`src/rtl/id_ex_stage_pkg.sv`:
```
// Shared pipeline definitions for the ID/EX stage slice.
// Holds the default datapath, specifier and counter widths plus the
// 4-bit ALU opcode encoding carried through ID/EX.
package id_ex_stage_pkg;
  localparam int DATA_W_DEF = 32;
  localparam int REG_AW_DEF = 5;
  localparam int CNT_W_DEF  = 16;
  localparam int ALU_OP_W   = 4;

  typedef enum logic [ALU_OP_W-1:0] {
    ALU_ADD  = 4'h0,
    ALU_SUB  = 4'h1,
    ALU_AND  = 4'h2,
    ALU_OR   = 4'h3,
    ALU_XOR  = 4'h4,
    ALU_SLL  = 4'h5,
    ALU_SRL  = 4'h6,
    ALU_SRA  = 4'h7,
    ALU_SLT  = 4'h8,
    ALU_SLTU = 4'h9,
    ALU_LUI  = 4'hA,
    ALU_PASS = 4'hF
  } alu_op_e;
endpackage

```
`src/rtl/id_ex_stage_if.sv`:
```
// ID/EX bus: decoded instruction from ID, register-file writeback port,
// pipeline control (hold/flush), and the registered EX-side view.
// master: decode/control side; slave: the id_ex_stage itself.
interface id_ex_stage_if
  import id_ex_stage_pkg::*;
#(
  parameter int DATA_W = DATA_W_DEF,
  parameter int REG_AW = REG_AW_DEF,
  parameter int CNT_W  = CNT_W_DEF
);
  // decode side
  logic                id_valid;
  logic [REG_AW-1:0]   id_read_reg1, id_read_reg2, id_write_reg;
  logic [DATA_W-1:0]   id_read_data1, id_read_data2, id_imm;
  logic                id_reg_write, id_mem_read, id_mem_write;
  logic [ALU_OP_W-1:0] id_alu_op;
  // writeback port into the register file this cycle
  logic [REG_AW-1:0]   wb_write_reg;
  logic                wb_reg_write;
  logic [DATA_W-1:0]   wb_write_data;
  // pipeline control
  logic                ex_hold, flush;
  // EX side (registered) and hazard feedback
  logic                ex_valid, ex_reg_write, ex_mem_read, ex_mem_write;
  logic [ALU_OP_W-1:0] ex_alu_op;
  logic [REG_AW-1:0]   ex_read_reg1, ex_read_reg2, ex_write_reg;
  logic [DATA_W-1:0]   ex_data1, ex_data2, ex_imm;
  logic                stall_if_id;
  logic [CNT_W-1:0]    stall_count, flush_count;

  modport master (
    output id_valid, id_read_reg1, id_read_reg2, id_write_reg, id_read_data1,
           id_read_data2, id_imm, id_reg_write, id_mem_read, id_mem_write,
           id_alu_op, wb_write_reg, wb_reg_write, wb_write_data, ex_hold, flush,
    input  ex_valid, ex_reg_write, ex_mem_read, ex_mem_write, ex_alu_op,
           ex_read_reg1, ex_read_reg2, ex_write_reg, ex_data1, ex_data2, ex_imm,
           stall_if_id, stall_count, flush_count
  );

  modport slave (
    input  id_valid, id_read_reg1, id_read_reg2, id_write_reg, id_read_data1,
           id_read_data2, id_imm, id_reg_write, id_mem_read, id_mem_write,
           id_alu_op, wb_write_reg, wb_reg_write, wb_write_data, ex_hold, flush,
    output ex_valid, ex_reg_write, ex_mem_read, ex_mem_write, ex_alu_op,
           ex_read_reg1, ex_read_reg2, ex_write_reg, ex_data1, ex_data2, ex_imm,
           stall_if_id, stall_count, flush_count
  );
endinterface

```
`src/rtl/id_ex_stage_load_use_detect.sv`:
```
// Load-use hazard detector (combinational).
// Flags when the load sitting in EX writes a register that the valid
// instruction in ID reads. x0 never hazards.
// Ports: id_valid, id_read_reg1/2 (ID sources); ex_valid, ex_mem_read,
// ex_write_reg (EX load); hazard (out).
module load_use_detect #(
  parameter int REG_AW = 5
) (
  input  logic              id_valid,
  input  logic [REG_AW-1:0] id_read_reg1,
  input  logic [REG_AW-1:0] id_read_reg2,
  input  logic              ex_valid,
  input  logic              ex_mem_read,
  input  logic [REG_AW-1:0] ex_write_reg,
  output logic              hazard
);
  assign hazard = id_valid && ex_valid && ex_mem_read && (ex_write_reg != '0) &&
                  ((ex_write_reg == id_read_reg1) || (ex_write_reg == id_read_reg2));
endmodule

```
`src/rtl/id_ex_stage.sv`:
```
// ID/EX pipeline register with load-use bubble insertion, writeback
// bypass of the same-edge register-file write, and saturating
// stall/flush event counters.
// Ports: clk, rst_n (async, active-low); bus (id_ex_stage_if.slave)
// carrying decode inputs, writeback port, ex_hold/flush, registered ex_*
// outputs, combinational stall_if_id and the two counters.
// Edge priority: ex_hold > flush > load-use bubble > normal capture.
module id_ex_stage
  import id_ex_stage_pkg::*;
#(
  parameter int DATA_W = DATA_W_DEF,
  parameter int REG_AW = REG_AW_DEF,
  parameter int CNT_W  = CNT_W_DEF
) (
  input logic          clk,
  input logic          rst_n,
  id_ex_stage_if.slave bus
);
  localparam logic [CNT_W-1:0] CNT_MAX = '1;
  localparam logic [CNT_W-1:0] CNT_ONE = CNT_W'(1);

  logic              hazard, byp1, byp2, take;
  logic [DATA_W-1:0] data1, data2;

  load_use_detect #(.REG_AW(REG_AW)) u_luse (
    .id_valid     (bus.id_valid),
    .id_read_reg1 (bus.id_read_reg1),
    .id_read_reg2 (bus.id_read_reg2),
    .ex_valid     (bus.ex_valid),
    .ex_mem_read  (bus.ex_mem_read),
    .ex_write_reg (bus.ex_write_reg),
    .hazard       (hazard)
  );

  // The register file writes on the same edge we sample, so its read
  // data is stale for the register being written back.
  assign byp1  = bus.wb_reg_write && (bus.wb_write_reg != '0) &&
                 (bus.wb_write_reg == bus.id_read_reg1);
  assign byp2  = bus.wb_reg_write && (bus.wb_write_reg != '0) &&
                 (bus.wb_write_reg == bus.id_read_reg2);
  assign data1 = byp1 ? bus.wb_write_data : bus.id_read_data1;
  assign data2 = byp2 ? bus.wb_write_data : bus.id_read_data2;

  // Instruction really enters EX only without flush and without bubble.
  assign take  = bus.id_valid && !bus.flush && !hazard;

  // Flush kills the decode instruction, so IF/ID must advance, not stall.
  assign bus.stall_if_id = bus.ex_hold || (hazard && !bus.flush);

  always_ff @(posedge clk or negedge rst_n) begin
    if (!rst_n) begin
      bus.ex_valid     <= 1'b0;
      bus.ex_reg_write <= 1'b0;
      bus.ex_mem_read  <= 1'b0;
      bus.ex_mem_write <= 1'b0;
      bus.ex_alu_op    <= '0;
      bus.ex_read_reg1 <= '0;
      bus.ex_read_reg2 <= '0;
      bus.ex_write_reg <= '0;
      bus.ex_data1     <= '0;
      bus.ex_data2     <= '0;
      bus.ex_imm       <= '0;
      bus.stall_count  <= '0;
      bus.flush_count  <= '0;
    end else if (!bus.ex_hold) begin
      // Control bits carry the kill/bubble; data fields are don't-care on
      // a bubble so they load unconditionally.
      bus.ex_valid     <= take;
      bus.ex_reg_write <= take && bus.id_reg_write;
      bus.ex_mem_read  <= take && bus.id_mem_read;
      bus.ex_mem_write <= take && bus.id_mem_write;
      bus.ex_alu_op    <= bus.id_alu_op;
      bus.ex_read_reg1 <= bus.id_read_reg1;
      bus.ex_read_reg2 <= bus.id_read_reg2;
      bus.ex_write_reg <= bus.id_write_reg;
      bus.ex_data1     <= data1;
      bus.ex_data2     <= data2;
      bus.ex_imm       <= bus.id_imm;
      if (bus.flush) begin
        if (bus.flush_count != CNT_MAX) bus.flush_count <= bus.flush_count + CNT_ONE;
      end else if (hazard) begin
        if (bus.stall_count != CNT_MAX) bus.stall_count <= bus.stall_count + CNT_ONE;
      end
    end
  end
endmodule

```
`src/flat_wrapper.sv`:
```
// flat-port wrapper written by rule: the top's interface ports become plain ports
module id_ex_stage_flat import id_ex_stage_pkg::*;
#(
  parameter int DATA_W = DATA_W_DEF,
  parameter int REG_AW = REG_AW_DEF,
  parameter int CNT_W  = CNT_W_DEF
)
  (clk, rst_n, bus_id_valid, bus_id_read_reg1, bus_id_read_reg2, bus_id_write_reg, bus_id_read_data1, bus_id_read_data2, bus_id_imm, bus_id_reg_write, bus_id_mem_read, bus_id_mem_write, bus_id_alu_op, bus_wb_write_reg, bus_wb_reg_write, bus_wb_write_data, bus_ex_hold, bus_flush, bus_ex_valid, bus_ex_reg_write, bus_ex_mem_read, bus_ex_mem_write, bus_ex_alu_op, bus_ex_read_reg1, bus_ex_read_reg2, bus_ex_write_reg, bus_ex_data1, bus_ex_data2, bus_ex_imm, bus_stall_if_id, bus_stall_count, bus_flush_count);
  id_ex_stage_if #(.DATA_W(DATA_W), .REG_AW(REG_AW), .CNT_W(CNT_W)) bus_i ();
  input logic clk;
  input logic rst_n;
  input wire logic [$bits(bus_i.id_valid)-1:0] bus_id_valid;
  input wire logic [$bits(bus_i.id_read_reg1)-1:0] bus_id_read_reg1;
  input wire logic [$bits(bus_i.id_read_reg2)-1:0] bus_id_read_reg2;
  input wire logic [$bits(bus_i.id_write_reg)-1:0] bus_id_write_reg;
  input wire logic [$bits(bus_i.id_read_data1)-1:0] bus_id_read_data1;
  input wire logic [$bits(bus_i.id_read_data2)-1:0] bus_id_read_data2;
  input wire logic [$bits(bus_i.id_imm)-1:0] bus_id_imm;
  input wire logic [$bits(bus_i.id_reg_write)-1:0] bus_id_reg_write;
  input wire logic [$bits(bus_i.id_mem_read)-1:0] bus_id_mem_read;
  input wire logic [$bits(bus_i.id_mem_write)-1:0] bus_id_mem_write;
  input wire logic [$bits(bus_i.id_alu_op)-1:0] bus_id_alu_op;
  input wire logic [$bits(bus_i.wb_write_reg)-1:0] bus_wb_write_reg;
  input wire logic [$bits(bus_i.wb_reg_write)-1:0] bus_wb_reg_write;
  input wire logic [$bits(bus_i.wb_write_data)-1:0] bus_wb_write_data;
  input wire logic [$bits(bus_i.ex_hold)-1:0] bus_ex_hold;
  input wire logic [$bits(bus_i.flush)-1:0] bus_flush;
  output wire logic [$bits(bus_i.ex_valid)-1:0] bus_ex_valid;
  output wire logic [$bits(bus_i.ex_reg_write)-1:0] bus_ex_reg_write;
  output wire logic [$bits(bus_i.ex_mem_read)-1:0] bus_ex_mem_read;
  output wire logic [$bits(bus_i.ex_mem_write)-1:0] bus_ex_mem_write;
  output wire logic [$bits(bus_i.ex_alu_op)-1:0] bus_ex_alu_op;
  output wire logic [$bits(bus_i.ex_read_reg1)-1:0] bus_ex_read_reg1;
  output wire logic [$bits(bus_i.ex_read_reg2)-1:0] bus_ex_read_reg2;
  output wire logic [$bits(bus_i.ex_write_reg)-1:0] bus_ex_write_reg;
  output wire logic [$bits(bus_i.ex_data1)-1:0] bus_ex_data1;
  output wire logic [$bits(bus_i.ex_data2)-1:0] bus_ex_data2;
  output wire logic [$bits(bus_i.ex_imm)-1:0] bus_ex_imm;
  output wire logic [$bits(bus_i.stall_if_id)-1:0] bus_stall_if_id;
  output wire logic [$bits(bus_i.stall_count)-1:0] bus_stall_count;
  output wire logic [$bits(bus_i.flush_count)-1:0] bus_flush_count;
  assign bus_i.id_valid = bus_id_valid;
  assign bus_i.id_read_reg1 = bus_id_read_reg1;
  assign bus_i.id_read_reg2 = bus_id_read_reg2;
  assign bus_i.id_write_reg = bus_id_write_reg;
  assign bus_i.id_read_data1 = bus_id_read_data1;
  assign bus_i.id_read_data2 = bus_id_read_data2;
  assign bus_i.id_imm = bus_id_imm;
  assign bus_i.id_reg_write = bus_id_reg_write;
  assign bus_i.id_mem_read = bus_id_mem_read;
  assign bus_i.id_mem_write = bus_id_mem_write;
  assign bus_i.id_alu_op = bus_id_alu_op;
  assign bus_i.wb_write_reg = bus_wb_write_reg;
  assign bus_i.wb_reg_write = bus_wb_reg_write;
  assign bus_i.wb_write_data = bus_wb_write_data;
  assign bus_i.ex_hold = bus_ex_hold;
  assign bus_i.flush = bus_flush;
  assign bus_ex_valid = bus_i.ex_valid;
  assign bus_ex_reg_write = bus_i.ex_reg_write;
  assign bus_ex_mem_read = bus_i.ex_mem_read;
  assign bus_ex_mem_write = bus_i.ex_mem_write;
  assign bus_ex_alu_op = bus_i.ex_alu_op;
  assign bus_ex_read_reg1 = bus_i.ex_read_reg1;
  assign bus_ex_read_reg2 = bus_i.ex_read_reg2;
  assign bus_ex_write_reg = bus_i.ex_write_reg;
  assign bus_ex_data1 = bus_i.ex_data1;
  assign bus_ex_data2 = bus_i.ex_data2;
  assign bus_ex_imm = bus_i.ex_imm;
  assign bus_stall_if_id = bus_i.stall_if_id;
  assign bus_stall_count = bus_i.stall_count;
  assign bus_flush_count = bus_i.flush_count;
  id_ex_stage #(.DATA_W(DATA_W), .REG_AW(REG_AW), .CNT_W(CNT_W)) u_core (.clk(clk), .rst_n(rst_n), .bus(bus_i));
endmodule
```
`config.mk`:
```
export PLATFORM = sky130hd
export DESIGN_NAME = id_ex_stage_flat
export DESIGN_NICKNAME = d
export VERILOG_FILES = /design/src/rtl/id_ex_stage_pkg.sv /design/src/rtl/id_ex_stage_if.sv /design/src/rtl/id_ex_stage_load_use_detect.sv /design/src/rtl/id_ex_stage.sv /design/src/flat_wrapper.sv
export SDC_FILE = /design/constraint.sdc
export NUM_CORES = 1
export LEC_CHECK = 0
export ABC_AREA = 1
export ABC_CLOCK_PERIOD_IN_PS = 2100
export BUFFER_PORTS_ARGS = -buffer_cell sky130_fd_sc_hd__clkbuf_2
export CAP_MARGIN = 15
export CORE_MARGIN = 2
export CORE_UTILIZATION = 49
export DETAILED_ROUTE_END_ITERATION = 10
export PLACE_DENSITY = 0.92
export SKIP_LAST_GASP = 1
export SYNTH_ARGS = -nofsm -noshare
export SYNTH_HDL_FRONTEND = slang
export SYNTH_HIERARCHICAL = 1
export SYNTH_SLANG_ARGS = --single-unit
export TNS_END_PERCENT = 50
```
`constraint.sdc`:
```
create_clock -name clk -period 2.1 [get_ports clk]
set_clock_uncertainty 0.15 [all_clocks]
set_input_delay 0.63 -clock clk [delete_from_list [all_inputs] [get_ports clk]]
set_output_delay 0.63 -clock clk [all_outputs]
set_load 0.05 [all_outputs]
```
==> impl_metrics.yaml, run 1 <==
floorplan:
  start_util_pct: 49.7
  rows: 46
  chipHeight_microns: 131
  io_pins: 313
  die_w_microns: 131
  fp.dieArea_sq_um: 17000
  coreArea_sq_um: 15800
sta:
  setup_violations: 17
  relSlewSlack_pct: 57.1
  hold_ws_ps: 260
  period_share_pct: 125
  finalCriticalPeriod_ps: 2620
  hold_viol: 0
  worst_slack_ps: -519
  worst_pin_slew_ps: 644
  finalMaxSlewViolations: 0
  fmax_mhz: 382
  rsz0062_at_grt: "true"
global_routing:
  gr-usage-all-layers_pct: 27.4
  antenna_found_initial: 0
  grt_max_degree: 67
  grt_overflow_total: 0
  grt_pass1_wl_microns: 36200
  grt_pass1_vias: 7570
pwr:
  irDropWorstVdd_mv: 0.503
  switching_share_pct: 36.6
  power_frac_seq_pct: 39.4
  p_int_mw: 5.47
  p_comb_share_pct: 26.2
  power-per-cell-area_nw_per_um2: 815
  p_sw_mw: 3.15
  leakagePower_nw: 6.25
  clock_power_share_pct: 34.4
outcome:
  violations: "setup timing"
  outcome: "complete, but fails checks"
place:
  place_ws_ps: -417
  dp_hpwl_microns: 17200
  place.gp.congestion: 0.900
  numPortBuffers: 312
clocking:
  numCtsBuffers: 17
  ctsHtreeMaxLevel: 4
  clkSinkCount: 151
  clock_path_buffers: 2
  worst_skew_pair.late_latency_ps: 410
  cts_root_buffer: "clkbuf_16"
  cts_tree: "done"
  path_clk_slew_ps: 60
synth:
  ys_seq_area_share_pct: 48.2
  ys_warn_count: 6
  synth-seq-cells: 151
  ys_types: 31
  avgSynthCellArea_sq_um: 7.33
  syn-instance-count: 1070
  netlist_area_sq_um: 7840
  syn_nets: 1233
detailed_routing:
  vias_per_cell: 5.09
  drc: 0
  vias: 8259
  wl_microns: 23800
  ant_nets: 0
  wl_per_cell_microns: 14.7
  first_pass_iters: 7
  first_iter_violations: 651
critical_path:
  crit_fanout: 5
  r2r_end: "u_core/bus.stall_count[13]"
  critPathKind: "register to output pin"
  worstSetupStartpointType: "register"
  r2r_cells: 12
  startpoint: "u_core/bus.ex_write_reg[1]"
  worstSetupEndpoint: "bus_stall_if_id"
  cp.required_ps: 1320
  crit_arrival_ps: 1840
  cp-end-kind: "output pin"
  rrSetupSlack_ps: -100
  regToRegStartpoint: "u_core/bus.ex_write_reg[1]"
cells_and_area:
  layout_common_cells: "nand2_1 (447), clkbuf_2 (309), nand3_1 (148)"
  final_nets: 1557
  final_common_cell: "nand2_1"
  fillers: 1260
  top_regs: "u_core/bus.ex_data1 x32, u_core/bus.ex_data2 x32, u_core/bus.ex_imm x32"
  areaGrowthSynthToFinish_pct: 34.8
  multi_input_area_sq_um: 3330
  antenna_cells: 0
  drive_gt1_share_pct: 30.2
  regArea_sq_um: 3790
hold_path:
  worst_hold_path_type: "input port to register"
job:
  cap_violations: 0
## cell usage after synthesis (all sizes together)
library cell | instances | area [sq um]
xor2 | 15 | 131
ha | 2 | 25.0
nand2 | 453 | 1710
xnor2 | 11 | 96.3
nor3 | 11 | 82.6
buf | 32 | 181
a21oi | 2 | 13.8
nor4 | 1 | 6.26
a21boi | 1 | 7.51
nand4 | 6 | 37.5
clkbuf | 16 | 60.1
nor3b | 1 | 7.51
dfrtp | 151 | 3780
inv | 143 | 537
nand3 | 151 | 771
o21ai | 30 | 188
nor2 | 37 | 149
and2 | 1 | 6.26
nand3b | 6 | 52.6
## power by group through the flow
| stage | Clock (mW) | Sequential, mW | Combinational (mW) |
|---|---|---|---|
| after floorplan | 0 | 4.35 | 0.566 |
| after global placement | 0 | 3.43 | 2.20 |
| after detailed placement | 0 | 3.44 | 2.24 |
| after CTS | 3.02 | 3.39 | 2.26 |
| after global routing | 3.13 | 3.43 | 2.42 |
| final | 2.97 | 3.39 | 2.26 |
## stage by stage
step / power, mW / instance area [sq um] / cells / util [%] / TNS, ps
6_report: 8.62 / 10600 / 1623 / 67.0 / -1580
3_3_place_gp: 5.64 / 9900 / 1585 / 62.8 / -5130
5_1_grt: 8.98 / 10600 / 1623 / 67.0 / -3010
3_5_place_dp: 5.68 / 9900 / 1585 / 62.8 / -5830
4_1_cts: 8.67 / 10500 / 1620 / 66.6 / -973
2_1_floorplan: 4.92 / 7870 / 1070 / - / -160
## final cells by class
cell class / instances / share of cell area (%)
clock buffers: 20 / 4.32
clock inverters: 12 / 1.12
flip-flops and latches: 151 / 35.8
multi-input cells: 728 / 31.5
inverters: 143 / 5.14
well taps: 216 / 2.56
repair buffers: 353 / 19.6
## metal layers
metal  vias to the layer above  wire, microns  track usage [%]
met5                         -              0                0
met2                       500          11600             45.8
li1                       3934              -                -
met1                      3766           9140             33.1
met4                         0            772             13.5
met3                        59           2320             6.88
## logic make-up (layout without fill, tap and decap cells)
group / Yosys count / in the layout / share of synthesized area (%)
xor+xnor: 26 / 26 / 2.90
fa+ha+maj: 2 / 2 / 0.319
flops: 151 / 151 / 48.2
buf+inv: 191 / 528 / 9.92
simple gates: 667 / 667 / 36.0
compound gates: 33 / 33 / 2.66
## worst min path at each step
stage / start / to / slack [ps] / depth (start not counted)
floorplan: rst_n / u_core/bus.ex_alu_op[0] / 180 / 0
global placement: u_core/bus.ex_imm[12] / u_core/bus.ex_imm[12] / 310 / 2
detailed placement: u_core/bus.ex_data1[26] / u_core/bus.ex_data1[26] / 310 / 2
CTS: bus_id_imm[3] / u_core/bus.ex_imm[3] / 240 / 3
global route: bus_id_imm[3] / u_core/bus.ex_imm[3] / 240 / 3
finish: bus_id_imm[0] / u_core/bus.ex_imm[0] / 260 / 3
## what timing repair did
item                       4_1_cts  5_1_grt
pin swaps                        0        3
cloned                           0        1
buffers inserted                 2        2
resized for setup                1        8
hold endpoints to repair        33        0
hold buffers                     1        0
setup endpoints to repair       16       16
## worst max-delay path, cell delays in order, from the launching register on
cell	delay [ps]
dfrtp_2	450
xor2_1	170
nor2_1	100
nand3_1	100
a21oi_2	190
inv_2	100
o21ai_4	170
buf_12	150
(Power assumes the default switching activity.)
==> run 2: changes to the inputs <==
Settings changed: ABC_CLOCK_PERIOD_IN_PS 2100 to 2600, SETUP_SLACK_MARGIN set to 0.15.
Clock period 2.1 ns to 2.6 ns, I/O delays scaled along.
==> impl_metrics.yaml, run 2 (synthesis results as in run 1) <==
hold_path:
  worst_hold_path_type: "input port to asynchronous set/reset pin"
clocking:
  numCtsBuffers: 17
  cts_tree: "done"
  clkSinkCount: 151
  cts_root_buffer: "clkbuf_16"
  ctsHtreeMaxLevel: 4
  cts_hold_repair.buffers: 0
  clock_path_buffers: 2
  worst_skew_pair.late_latency_ps: 420
  path_clk_slew_ps: 60
global_routing:
  antenna_found_initial: 0
  grt_overflow_total: 0
  grt_pass1_vias: 7855
  grt_max_degree: 124
  gr-usage-all-layers_pct: 28.0
  grt_pass1_wl_microns: 37500
floorplan:
  start_util_pct: 49.7
  coreArea_sq_um: 15800
  rows: 46
  die_w_microns: 131
  fp.dieArea_sq_um: 17000
  io_pins: 313
  chipHeight_microns: 131
critical_path:
  slowest_stage: "a21oi_4"
  cp_cell_sequence: "clkbuf_2 > inv_1 > nand2_1 > nand2_1 > nor2_1 > nand3_2 > a21oi_4 > inv_2 > o21ai_4 > buf_8"
  crit_arrival_ps: 1900
  cpMostUsedCell: "nand2_1"
  cp-end-kind: "output pin"
  critPathKind: "input port to output pin"
  critPathMaxStageDelay_ps: 180
  worstSetupStartpointType: "input port"
  cp.required_ps: 1670
  crit_fanout: 3
  crit_buf_inv: 4
  cp_top_family: "simple AND/OR/NAND/NOR gates"
  rrSetupSlack_ps: 290
cells_and_area:
  final_common_cell: "nand2_1"
  final_nets: 1552
  antenna_cells: 0
  layout_common_cells: "nand2_1 (448), clkbuf_2 (309), dfrtp_1 (147)"
  drive_gt1_share_pct: 30.1
  post-route-util_pct: 66.7
  top_regs: "u_core/bus.ex_data1 x32, u_core/bus.ex_data2 x32, u_core/bus.ex_imm x32"
  areaGrowthSynthToFinish_pct: 34.2
sta:
  setup_violations: 1
  fmax_mhz: 353
  worst_pin_slew_ps: 620
  relSlewSlack_pct: 58.7
  hold_viol: 0
  rsz0062_at_grt: "true"
  finalMaxSlewViolations: 0
  worst_slack_ps: -233
  period_share_pct: 109
  finalCriticalPeriod_ps: 2830
detailed_routing:
  drc: 0
  first_iter_violations: 556
  first_pass_iters: 6
  wl_microns: 24000
  vias_per_cell: 5.06
  wl_per_cell_microns: 14.9
  ant_nets: 0
  vias: 8179
pwr:
  irDropWorstVdd_mv: 0.515
  leakagePower_nw: 6.24
  finalPower_mw: 7.15
  power-per-cell-area_nw_per_um2: 679
outcome:
  outcome: "complete, but fails checks"
  violations: "setup timing"
place:
  numPortBuffers: 312
  dp_hpwl_microns: 17100
  place.gp.congestion: 0.901
job:
  cap_violations: 0
run 2: what timing repair did:
item / CTS / global route
pin swaps: 1 / 4
setup endpoints to repair: 1 / 13
gates resized for setup: 6 / 10
buffers inserted: 1 / 1
run 2: layout make-up:
class	count	area [sq um]
Multi-Input combinational cell	728	3350
Tap cell	216	270
Clock inverter	12	174
Timing Repair Buffer	348	1960
Clock buffer	19	443
Sequential cell	151	3780
Inverter	143	541
Fill cell	1282	5250
run 2: metal layers:
layer  GRT usage, %  wire, microns  vias up
li1               -              -     3910
met1           33.0           9000     3716
met2           46.4          11600      469
met3           8.55           2380       84
met4           14.5            999        0
met5              0              0        -
run 2: path summary, 6_finish.rpt:
kind	start	endpoint	cells past startpoint
worst max-delay path	bus_id_read_reg1[4]	bus_stall_if_id	10
worst min register to register	u_core/bus.ex_data1[7]	u_core/bus.ex_data1[7]	2
worst max register to register	u_core/bus.ex_write_reg[4]	u_core/bus.stall_count[2]	15
min in group clk	u_core/bus.ex_data1[7]	u_core/bus.ex_data1[7]	2
worst min-delay path	rst_n	u_core/bus.stall_count[9]	1
max in group asynchronous	rst_n	u_core/bus.stall_count[4]	2
run 2: stage by stage:
step / instance area [sq um] / instances / hold slack, ps / setup TNS (ps) / worst slack (ps)
6_report: 10500 / 1617 / 104 / -233 / -233
5_1_grt: 10500 / 1617 / 106 / -317 / -317
4_1_cts: 10500 / 1616 / 102 / -230 / -230
3_5_place_dp: 9840 / 1584 / 315 / -2390 / -341
3_3_place_gp: 9840 / 1584 / 310 / -1840 / -331
2_1_floorplan: 7860 / 1070 / 334 / 0 / 70.1
run 2: report_power, final:
part / leakage [nW] / internal [mW] / total, mW / switching (mW)
sequential: 1.85 / 2.57 / 2.74 / 0.179
combinational: 4.08 / 0.466 / 1.82 / 1.35
clock: 0.303 / 1.63 / 2.59 / 0.960
total: 6.24 / 4.66 / 7.15 / 2.49
==> run 3: changes to the inputs <==
Settings changed: SYNTH_HIERARCHICAL 1 to unset.
==> impl_metrics.yaml, run 3 <==
clocking:
  cts_root_buffer: "clkbuf_16"
  clock_path_buffers: 2
  numCtsBuffers: 17
  path_clk_slew_ps: 60
  clkSinkCount: 151
  cts_tree: "done"
  cts_hold_repair.buffers: 0
  worst_skew_pair.late_latency_ps: 420
  ctsHtreeMaxLevel: 4
critical_path:
  worstSetupStartpointType: "register"
  cp_top_family: "flip-flops"
  crit_fanout: 4
  critPathMaxStageDelay_ps: 420
  slowest_stage: "dfrtp_1"
  critPathKind: "register to output pin"
  crit_arrival_ps: 1690
  cp_cell_sequence: "inv_2 > nand4_1 > o21ai_1 > inv_1 > nand3_4 > nand2_4 > buf_12"
  cp-end-kind: "output pin"
  cp.required_ps: 1670
  crit_buf_inv: 3
sta:
  worst_pin_slew_ps: 560
  period_share_pct: 101
  hold_viol: 0
  setup_tns_ps: -17.2
  fmax_mhz: 382
  worst_slack_ps: -17.2
  finalMaxSlewViolations: 0
  finalCriticalPeriod_ps: 2620
  setup_violations: 1
  relSlewSlack_pct: 62.6
  rsz0062_at_grt: "true"
synth:
  synth_common_cells: "nand2_1 (450), dfrtp_1 (151), nand3_1 (146)"
  avgSynthCellArea_sq_um: 7.37
  synth-seq-cells: 151
  ys_seq_area_share_pct: 48.7
  netlist_area_sq_um: 7760
  ys.flop_type: "dfrtp_1"
  syn_nets: 1216
  synth_area_leaders: "dfrtp_1 (49%), nand2_1 (22%), nand3_1 (9.4%)"
  ys_warn_count: 0
  synth.most_common_cell: "nand2_1"
  synth.largest_area_cell: "dfrtp_1"
  synth_async_sr_flop_share_pct: 100
  ys_types: 28
  yosysTopAreaCellShare_pct: 48.7
  syn-instance-count: 1053
  synth_enable_flop_cells: 0
global_routing:
  gr-usage-all-layers_pct: 27.0
  grt_max_degree: 92
  grt_pass1_vias: 7571
  grt_overflow_total: 0
  antenna_found_initial: 1
  grt_pass1_wl_microns: 36000
detailed_routing:
  wl_microns: 23100
  first_iter_violations: 556
  first_pass_iters: 7
  vias: 8112
  drc: 0
  vias_per_cell: 5.05
  ant_nets: 0
  wl_per_cell_microns: 14.4
cells_and_area:
  layout.cells.non_filler: 1607
  layout_common_cells: "nand2_1 (448), clkbuf_2 (306), dfrtp_1 (149)"
  multi_input_area_sq_um: 3230
  post-route-util_pct: 66.0
  regArea_sq_um: 3780
  areaGrowthSynthToFinish_pct: 33.5
  drive_gt1_share_pct: 29.9
  fillers: 1276
  final_common_cell: "nand2_1"
  finalInstanceArea_sq_um: 10400
  final_nets: 1540
  top_regs: "u_core.bus.ex_data1 x32, u_core.bus.ex_data2 x32, u_core.bus.ex_imm x32"
floorplan:
  io_pins: 313
  die_w_microns: 130
  chipHeight_microns: 130
  rows: 46
  start_util_pct: 49.4
  fp.dieArea_sq_um: 16900
  coreArea_sq_um: 15700
place:
  placed_cell_area_sq_um: 9670
  dp_hpwl_microns: 16900
  place.gp.congestion: 0.928
  post-place-cells: 1563
  numPortBuffers: 312
pwr:
  irDropWorstVdd_mv: 0.461
  finalPower_mw: 7.01
  power-per-cell-area_nw_per_um2: 677
  leakagePower_nw: 6.18
outcome:
  violations: "setup timing"
  outcome: "complete, but fails checks"
hold_path:
  worst_hold_path_type: "input port to asynchronous set/reset pin"
job:
  cap_violations: 0
[run 3: worst paths after layout]
path	from	to	slack, ps	cells past startpoint
min	rst_n	u_core.bus.stall_count[4]	90	1
min reg2reg	u_core.bus.ex_imm[7]	u_core.bus.ex_imm[7]	330	2
max in group asynchronous	rst_n	u_core.bus.ex_imm[15]	1580	2
min in group clk	u_core.bus.ex_imm[7]	u_core.bus.ex_imm[7]	330	2
max reg2reg	u_core.bus.ex_write_reg[2]	u_core.bus.stall_count[1]	430	13
max	u_core.bus.ex_write_reg[1]	bus_stall_if_id	-20	7
[run 3: cell type report]
class / instances / share of cell area (%)
Inverter: 138 / 5.01
Clock inverter: 12 / 1.12
Clock buffer: 20 / 4.41
Tap cell: 216 / 2.61
Sequential cell: 151 / 36.5
Multi-Input combinational cell: 716 / 31.2
Antenna cell: 1 / 0.0241
Timing Repair Buffer: 353 / 19.2
[run 3: repair_timing]
item / in CTS / in global routing
hold endpoints to repair: 0 / 0
gates resized for setup: 8 / 5
pin swaps: 8 / 2
setup endpoints to repair: 1 / 1
setup buffers: 8 / 3
[run 3: worst reg2reg max path: cells and delay by family, from the launching register on]
kind / cells / cell delay, ps
flops: 1 / 410
simple gates: 8 / 1050
buf+inv: 5 / 480
[run 3: cells by family after synthesis]
| family | after synthesis | synth area share (%) |
|---|---|---|
| flip-flops | 151 | 48.7 |
| AO/OA/AOI/OAI | 24 | 1.60 |
| XOR/XNOR | 33 | 3.72 |
| AND/OR/NAND/NOR | 657 | 35.6 |
| adder cells (fa/ha/maj) | 2 | 0.322 |
| buffers and inverters | 186 | 10.1 |
[run 3: power breakdown]
group	total (mW)	switching, mW	leakage [nW]	internal (mW)
Combinational	1.87	1.40	4.02	0.475
Sequential	2.76	0.183	1.88	2.57
Clock	2.38	1.00	0.278	1.38
Total	7.01	2.58	6.18	4.43
[run 3: stage by stage]
stage | hold slack (ps) | worst slack (ps)
floorplan | 334 | 157
detailed placement | 316 | -85.0
finish | 86.7 | -17.2
CTS | 88.9 | -8.80
global route | 89.4 | -96.4
global placement | 310 | -53.2
[run 3: layer usage]
layer	up-vias	track usage (%)	share of wire, %
li1	3872	-	-
met1	3744	33.5	39
met2	428	45.5	50
met3	68	5.00	7.4
met4	0	13.5	3.6
met5	-	0	0
